===== config.mk =====
export PLATFORM = sky130hd
export DESIGN_NAME = gshare_pattern_history_table
export DESIGN_NICKNAME = d
export VERILOG_FILES = /design/src/rtl/gshare_pattern_history_table.sv
export SDC_FILE = /design/constraint.sdc
export NUM_CORES = 2
export LEC_CHECK = 0
export ABC_AREA = 0
export CAP_MARGIN = 20
export CELL_PAD_IN_SITES_DETAIL_PLACEMENT = 0
export CELL_PAD_IN_SITES_GLOBAL_PLACEMENT = 2
export CORE_MARGIN = 5
export CORE_UTILIZATION = 30
export CTS_CLUSTER_DIAMETER = 150
export DETAILED_ROUTE_END_ITERATION = 6
export HOLD_SLACK_MARGIN = 0.15
export PLACE_DENSITY_LB_ADDON = 0.25
export RECOVER_POWER = 50
export SYNTH_ARGS = -nofsm -noshare
export SYNTH_HDL_FRONTEND = slang
export SYNTH_SLANG_ARGS = --single-unit

===== constraint.sdc =====
create_clock -name clk -period 32.3 [get_ports clk]
set_input_delay 3.23 -clock clk [delete_from_list [all_inputs] [get_ports clk]]
set_output_delay 3.23 -clock clk [all_outputs]
set_load 0.02 [all_outputs]

===== src/rtl/gshare_pattern_history_table.sv =====
// Gshare direction predictor: a table of saturating counters indexed by PC XOR GHR,
// with speculative history shift at fetch and commit-time training/repair.
module gshare_pattern_history_table #(
  parameter int ENTRY_WIDTH = 2,
  parameter int INDEX_WIDTH = 9,
  parameter int HIST_WIDTH  = 6,
  parameter int INIT_VALUE  = (1 << (ENTRY_WIDTH - 1)) - 1,
  parameter int CNT_WIDTH   = 16
) (
  input  logic                   clk,
  input  logic                   rst_n,
  output logic                   ready,
  input  logic                   pred_valid,
  input  logic [INDEX_WIDTH-1:0] pred_pc_idx,
  output logic                   pred_taken,
  output logic [HIST_WIDTH-1:0]  pred_hist,
  input  logic                   upd_valid,
  input  logic [INDEX_WIDTH-1:0] upd_pc_idx,
  input  logic [HIST_WIDTH-1:0]  upd_hist,
  input  logic                   upd_taken,
  input  logic                   upd_mispredict,
  output logic [CNT_WIDTH-1:0]   mispredict_count
);

  localparam int ENTRIES = 1 << INDEX_WIDTH;
  localparam logic [INDEX_WIDTH-1:0] LAST_PTR = INDEX_WIDTH'(ENTRIES - 1);
  localparam logic [ENTRY_WIDTH-1:0] INIT_ENTRY = ENTRY_WIDTH'(INIT_VALUE);

  typedef enum logic {ST_INIT, ST_RUN} state_t;

  state_t                 r_state;
  state_t                 w_state_nxt;
  logic [INDEX_WIDTH-1:0] r_ptr;
  logic [HIST_WIDTH-1:0]  r_ghr;
  logic [HIST_WIDTH-1:0]  w_ghr_nxt;
  logic [CNT_WIDTH-1:0]   r_cnt;
  logic [ENTRY_WIDTH-1:0] r_table [ENTRIES];

  logic                   w_run;
  logic                   w_pred_fire;
  logic                   w_upd_fire;
  logic                   w_repair;
  logic [INDEX_WIDTH-1:0] w_pred_idx;
  logic [INDEX_WIDTH-1:0] w_upd_idx;
  logic [ENTRY_WIDTH-1:0] w_upd_entry;
  logic [ENTRY_WIDTH-1:0] w_upd_next;

  assign w_run       = (r_state == ST_RUN);
  assign w_pred_fire = w_run & pred_valid;
  assign w_upd_fire  = w_run & upd_valid;
  assign w_repair    = w_upd_fire & upd_mispredict;

  // History is zero-extended into the low index bits before hashing.
  assign w_pred_idx  = pred_pc_idx ^ INDEX_WIDTH'(r_ghr);
  assign w_upd_idx   = upd_pc_idx ^ INDEX_WIDTH'(upd_hist);

  assign pred_taken  = r_table[w_pred_idx][ENTRY_WIDTH-1];
  assign pred_hist   = r_ghr;
  assign ready       = w_run;
  assign mispredict_count = r_cnt;

  // FSM state register.
  always_ff @(posedge clk or negedge rst_n) begin
    if (!rst_n) r_state <= ST_INIT;
    else        r_state <= w_state_nxt;
  end

  // NOTE: every signal assigned in a combinational block gets a default first so no latch is inferred.
  always_comb begin
    w_state_nxt = r_state;
    case (r_state)
      ST_INIT: if (r_ptr == LAST_PTR) w_state_nxt = ST_RUN;
      ST_RUN:  w_state_nxt = ST_RUN;
      default: w_state_nxt = ST_INIT;
    endcase
  end

  // NOTE: sequential state uses non-blocking assignments so all registers update from pre-edge values.
  always_ff @(posedge clk or negedge rst_n) begin
    if (!rst_n)          r_ptr <= '0;
    else if (!w_run)     r_ptr <= r_ptr + 1'b1;
  end

  // Repair from commit overrides the speculative fetch-time shift.
  always_comb begin
    w_ghr_nxt = r_ghr;
    if (w_repair)         w_ghr_nxt = (upd_hist << 1) | HIST_WIDTH'(upd_taken);
    else if (w_pred_fire) w_ghr_nxt = (r_ghr << 1) | HIST_WIDTH'(pred_taken);
  end

  always_ff @(posedge clk or negedge rst_n) begin
    if (!rst_n) r_ghr <= '0;
    else        r_ghr <= w_ghr_nxt;
  end

  always_ff @(posedge clk or negedge rst_n) begin
    if (!rst_n)                   r_cnt <= '0;
    else if (w_repair && !(&r_cnt)) r_cnt <= r_cnt + 1'b1;
  end

  assign w_upd_entry = r_table[w_upd_idx];

  always_comb begin
    w_upd_next = w_upd_entry;
    if (upd_taken) begin
      if (!(&w_upd_entry)) w_upd_next = w_upd_entry + 1'b1;
    end else begin
      if (w_upd_entry != '0) w_upd_next = w_upd_entry - 1'b1;
    end
  end

  // NOTE: the counter array has no reset; the post-reset sweep initialises it, keeping it a plain RAM.
  always_ff @(posedge clk) begin
    if (!w_run)          r_table[r_ptr]     <= INIT_ENTRY;
    else if (w_upd_fire) r_table[w_upd_idx] <= w_upd_next;
  end

endmodule


==> key figures <==
Outcome
  • Status: finished with violations
  • Violated checks: max-capacitance violations, max-slew violations

Timing
  • Tightest Pin Transition: 4297 ps
  • Final setup TNS: 0 ps
  • Endpoints failing hold: 0
  • Fin crit share: 0.4941
  • FMAX: 62.66 MHz
  • Final min period: around 16000 ps
  • Hold slack: 492.0 ps
  • RSZ-0062 raised after global routing: no
  • Clk_skew: ~33 ps
  • Total count of max-transition violations in the final report: 779
  • Final setup violating endpoints: 0
  • Rel. slew slack: -1.865

Clock network
  • Total CTS buffers: approximately 120
  • CTS H-tree depth: 3
  • Cts hold-fix bufs: 0
  • Max Root-Sink Buffers: 3
  • TritonCTS clock tree: done
  • Clock transition at path regs: 60 ps
  • Clk sinks: 1056
  • Post-CTS sizing: 0
  • Clk Latency, worst-skew pair: between 700 and 800 ps
  • Root buf cell: clkbuf_16
  • Setup Buffers After CTS: 0

Synth
  • Post-synth design cell area: approximately 48000 sq um
  • Sequential area share after synthesis: 0.6598
  • Yosys warning total: 0
  • Cell count after synthesis: 2983
  • Avg Inst Size Synth: 16.03 sq um
  • Cell variety after synth: 70
  • Ys async rst share: 0.03030
  • Commonest register cell after synthesis: edfxtp_1
  • Register bit total from synthesis: 1056
  • Syn Nets: between 3000 and 4000
  • Post-synth EDFFs: just over 1000

Pwr
  • Clk pwr share: 0.437
  • NetSw: 0.7044 mW
  • Static leakage: approximately 16 nW
  • VDD IR max: 0.05094 mV
  • Cell Pwr Density: 54.71 nW/um^2
  • Cell internal pwr: around 2.3 mW
  • Switching share of power: 0.2363
  • Power share of the sequential group: 0.496
  • Tot Pwr: 2.981 mW
  • Comb pwr share: 0.067

Finish
  • Share of cells above drive strength 1: 0.2077
  • Design Area, Final: 54490 sq um
  • Synth-to-layout area growth: 13.97%
  • # nets final: 3062

Placement
  • Area after DPL: 50830 sq um
  • # port buffers: 53
  • Hpwl dp: 106000 um
  • Routability congestion estimate: 0.8397

Hold path
  • WHS Path Cells: 1
  • Tightest Hold Check Type: register to register

Critical path
  • CP Max Fanout: 98
  • Crit path launch type: input port
  • Worst EP arrival: 16480 ps
  • Worst path required time: 32820 ps
  • Worst reg-to-reg path cell count: 6
  • Endpoint class of the critical path: register
  • Crit path kind: input port to register

Global route
  • GR Overflow Total: 0
  • Initial antenna violation count: 6
  • Pin count of the biggest net entering global routing: 124
  • Vias in the first global route: 30050
  • First-pass GRT wire length: 240000 um
  • Tot GR Track Use: 0.2015

Detailed routing
  • Final ANT Viol Nets: 0
  • Final wirelength: 171900 um
  • Vias: 29380
  • DRC viols: 0
  • Pre-antenna DRT Iters: 5
  • Routed len/inst: 33.07 um
  • Detailed Route Iter0 Violations: roughly 3200
  • Vias/cell: 5.652

Floorplanning
  • Die footprint: 167500 sq um
  • Die Width: 409.2 um
  • Row cnt: 146
  • Die extent in y: 409.2 um
  • Core area: between 150000 and 200000 sq um
  • Initial Util: 0.3019
  • Io pins: 54

Flow run
  • Max cap viols: 25
[kinds of logic (layout without fill, tap and decap cells)]
group	Yosys count	after routing	synth area share
muxes	430	430	0.1887
AOI/OAI and AO/OA	235	235	0.03318
DFF	1056	1056	0.6598
and+or+nand+nor	995	995	0.08475
xor gates and xnor gates	45	45	0.008870
adders and majority gates	4	4	0.001021
buffers and inverters	218	360	0.02360
other	0	1	0
[power groups by stage]
stage / clock network [mW] / registers, mW / logic [mW]
floorplan: 0 / 1.51 / 0.113
global placement: 0 / 1.51 / 0.200
detailed placement: 0 / 1.51 / 0.200
CTS: 1.33 / 1.48 / 0.200
global route: 1.38 / 1.48 / 0.208
finish: 1.30 / 1.48 / 0.199
[registers in the layout (all words and copies together) (netlist names)]
register          flops
r_table            1024
mispredict_count     16
r_ptr                 9
pred_hist             6
ready                 1
[per-layer routing]
metal / track usage / vias to the layer above / part of all wire
li1: - / 11910 / -
met3: 0.04208 / 216 / 0.078
met4: 0.05742 / 4 / 0.028
met2: 0.3205 / 1333 / 0.46
met5: 0 / - / 0.00016
met1: 0.2810 / 15920 / 0.43
[final cells by class]
| class | instances | area, sq um |
|---|---|---|
| fill | 14970 | 103900 |
| sequential | 1056 | 31550 |
| inverter | 3 | 11.26 |
| antenna | 1 | 2.502 |
| multi-input combinational | 1709 | 15420 |
| timing repair buffer | 143 | 1229 |
| clock buffer | 139 | 3020 |
| clock inverter | 75 | 663.1 |
| tap | 2072 | 2592 |
[worst paths after layout]
check	start	to	slack, ps
min in group asynchronous	rst_n	mispredict_count[14]$_DFFE_PN0P_	2980
setup / recovery	upd_hist[1]	r_table[381][0]$_DFFE_PP_	16340
max in group asynchronous	rst_n	mispredict_count[0]$_DFFE_PN0P_	28270
hold reg to reg	mispredict_count[5]$_DFFE_PN0P_	mispredict_count[5]$_DFFE_PN0P_	490
hold / removal	mispredict_count[5]$_DFFE_PN0P_	mispredict_count[5]$_DFFE_PN0P_	490
setup reg to reg	ready$_DFF_PN0_	r_table[187][0]$_DFFE_PP_	25510
[stage by stage]
stage	utilization	cells	setup WS (ps)
after floorplan	-	2983	10390
after global placement	0.3208	4974	18770
after detailed placement	0.3209	4976	18740
after CTS	0.3442	5190	18710
after global routing	0.3441	5197	15540
final	0.3441	5198	16340
[layout by cell type, fill, tap and decap left out, types with 9 or more instances in the layout]
| master | synthesis | final |
|---|---|---|
| nand4_1 | 12 | 12 |
| a21oi_1 | 43 | 42 |
| dlygate4sd3_1 | 0 | 28 |
| o22ai_1 | 42 | 42 |
| xnor2_1 | 23 | 18 |
| dfrtp_1 | 32 | 32 |
| nor4_1 | 12 | 12 |
| o211ai_1 | 13 | 13 |
| nor2_1 | 583 | 578 |
| a22oi_1 | 18 | 18 |
| mux4_1 | 11 | 11 |
| clkinv_2 | 0 | 23 |
| o21ai_0 | 31 | 31 |
| clkdlybuf4s50_1 | 0 | 23 |
| clkinv_1 | 0 | 29 |
| mux2i_1 | 47 | 47 |
| nor3_1 | 21 | 18 |
| edfxtp_1 | 1024 | 1024 |
| xor2_1 | 18 | 11 |
| and3_1 | 13 | 13 |
| a31oi_1 | 9 | 9 |
| nand3_1 | 80 | 80 |
| bufinv_16 | 0 | 9 |
| clkbuf_16 | 0 | 117 |
| nand2_1 | 247 | 239 |
| buf_4 | 18 | 65 |
| mux4_2 | 362 | 362 |
| clkbuf_1 | 119 | 40 |
[cells in the mapped netlist (all sizes together) (4+ instances only)]
cell type	instances	share of area
a2111oi	8	0.0015
a211oi	4	0.00063
a21oi	43	0.0045
a221oi	6	0.0011
a22oi	18	0.0028
a31oi	9	0.0012
a32oi	7	0.0013
and3	13	0.0017
buf	96	0.014
clkbuf	119	0.0093
dfrtp	32	0.017
edfxtp	1024	0.64
mux2	10	0.0024
mux2i	47	0.0098
mux4	373	0.18
nand2	248	0.020
nand2b	5	0.00065
nand3	80	0.0084
nand3b	4	0.00063
nand4	12	0.0016
nor2	583	0.046
nor3	21	0.0022
nor4	13	0.0018
o211ai	13	0.0020
o21ai	37	0.0039
o221ai	5	0.00092
o22ai	42	0.0055
o31a	4	0.00073
o31ai	9	0.0014
o32ai	8	0.0015
xnor2	25	0.0049
xor2	20	0.0040
[worst max-delay path: stages]
cell	delay (ps)
dlygate4sd3_1	750
xor2_4	160
clkbuf_1	2800
clkbuf_1	2720
buf_4	920
buf_4	680
nor2_2	270
a221oi_1	560
o21ai_0	170
nand3_1	170
a21oi_1	80
o311a_1	410
or3_1	390
maj3_2	360
nand2_4	720
buf_4	420
buf_16	320
buf_4	570
buf_16	300
Note: power is estimated with default switching activity, not from simulation.
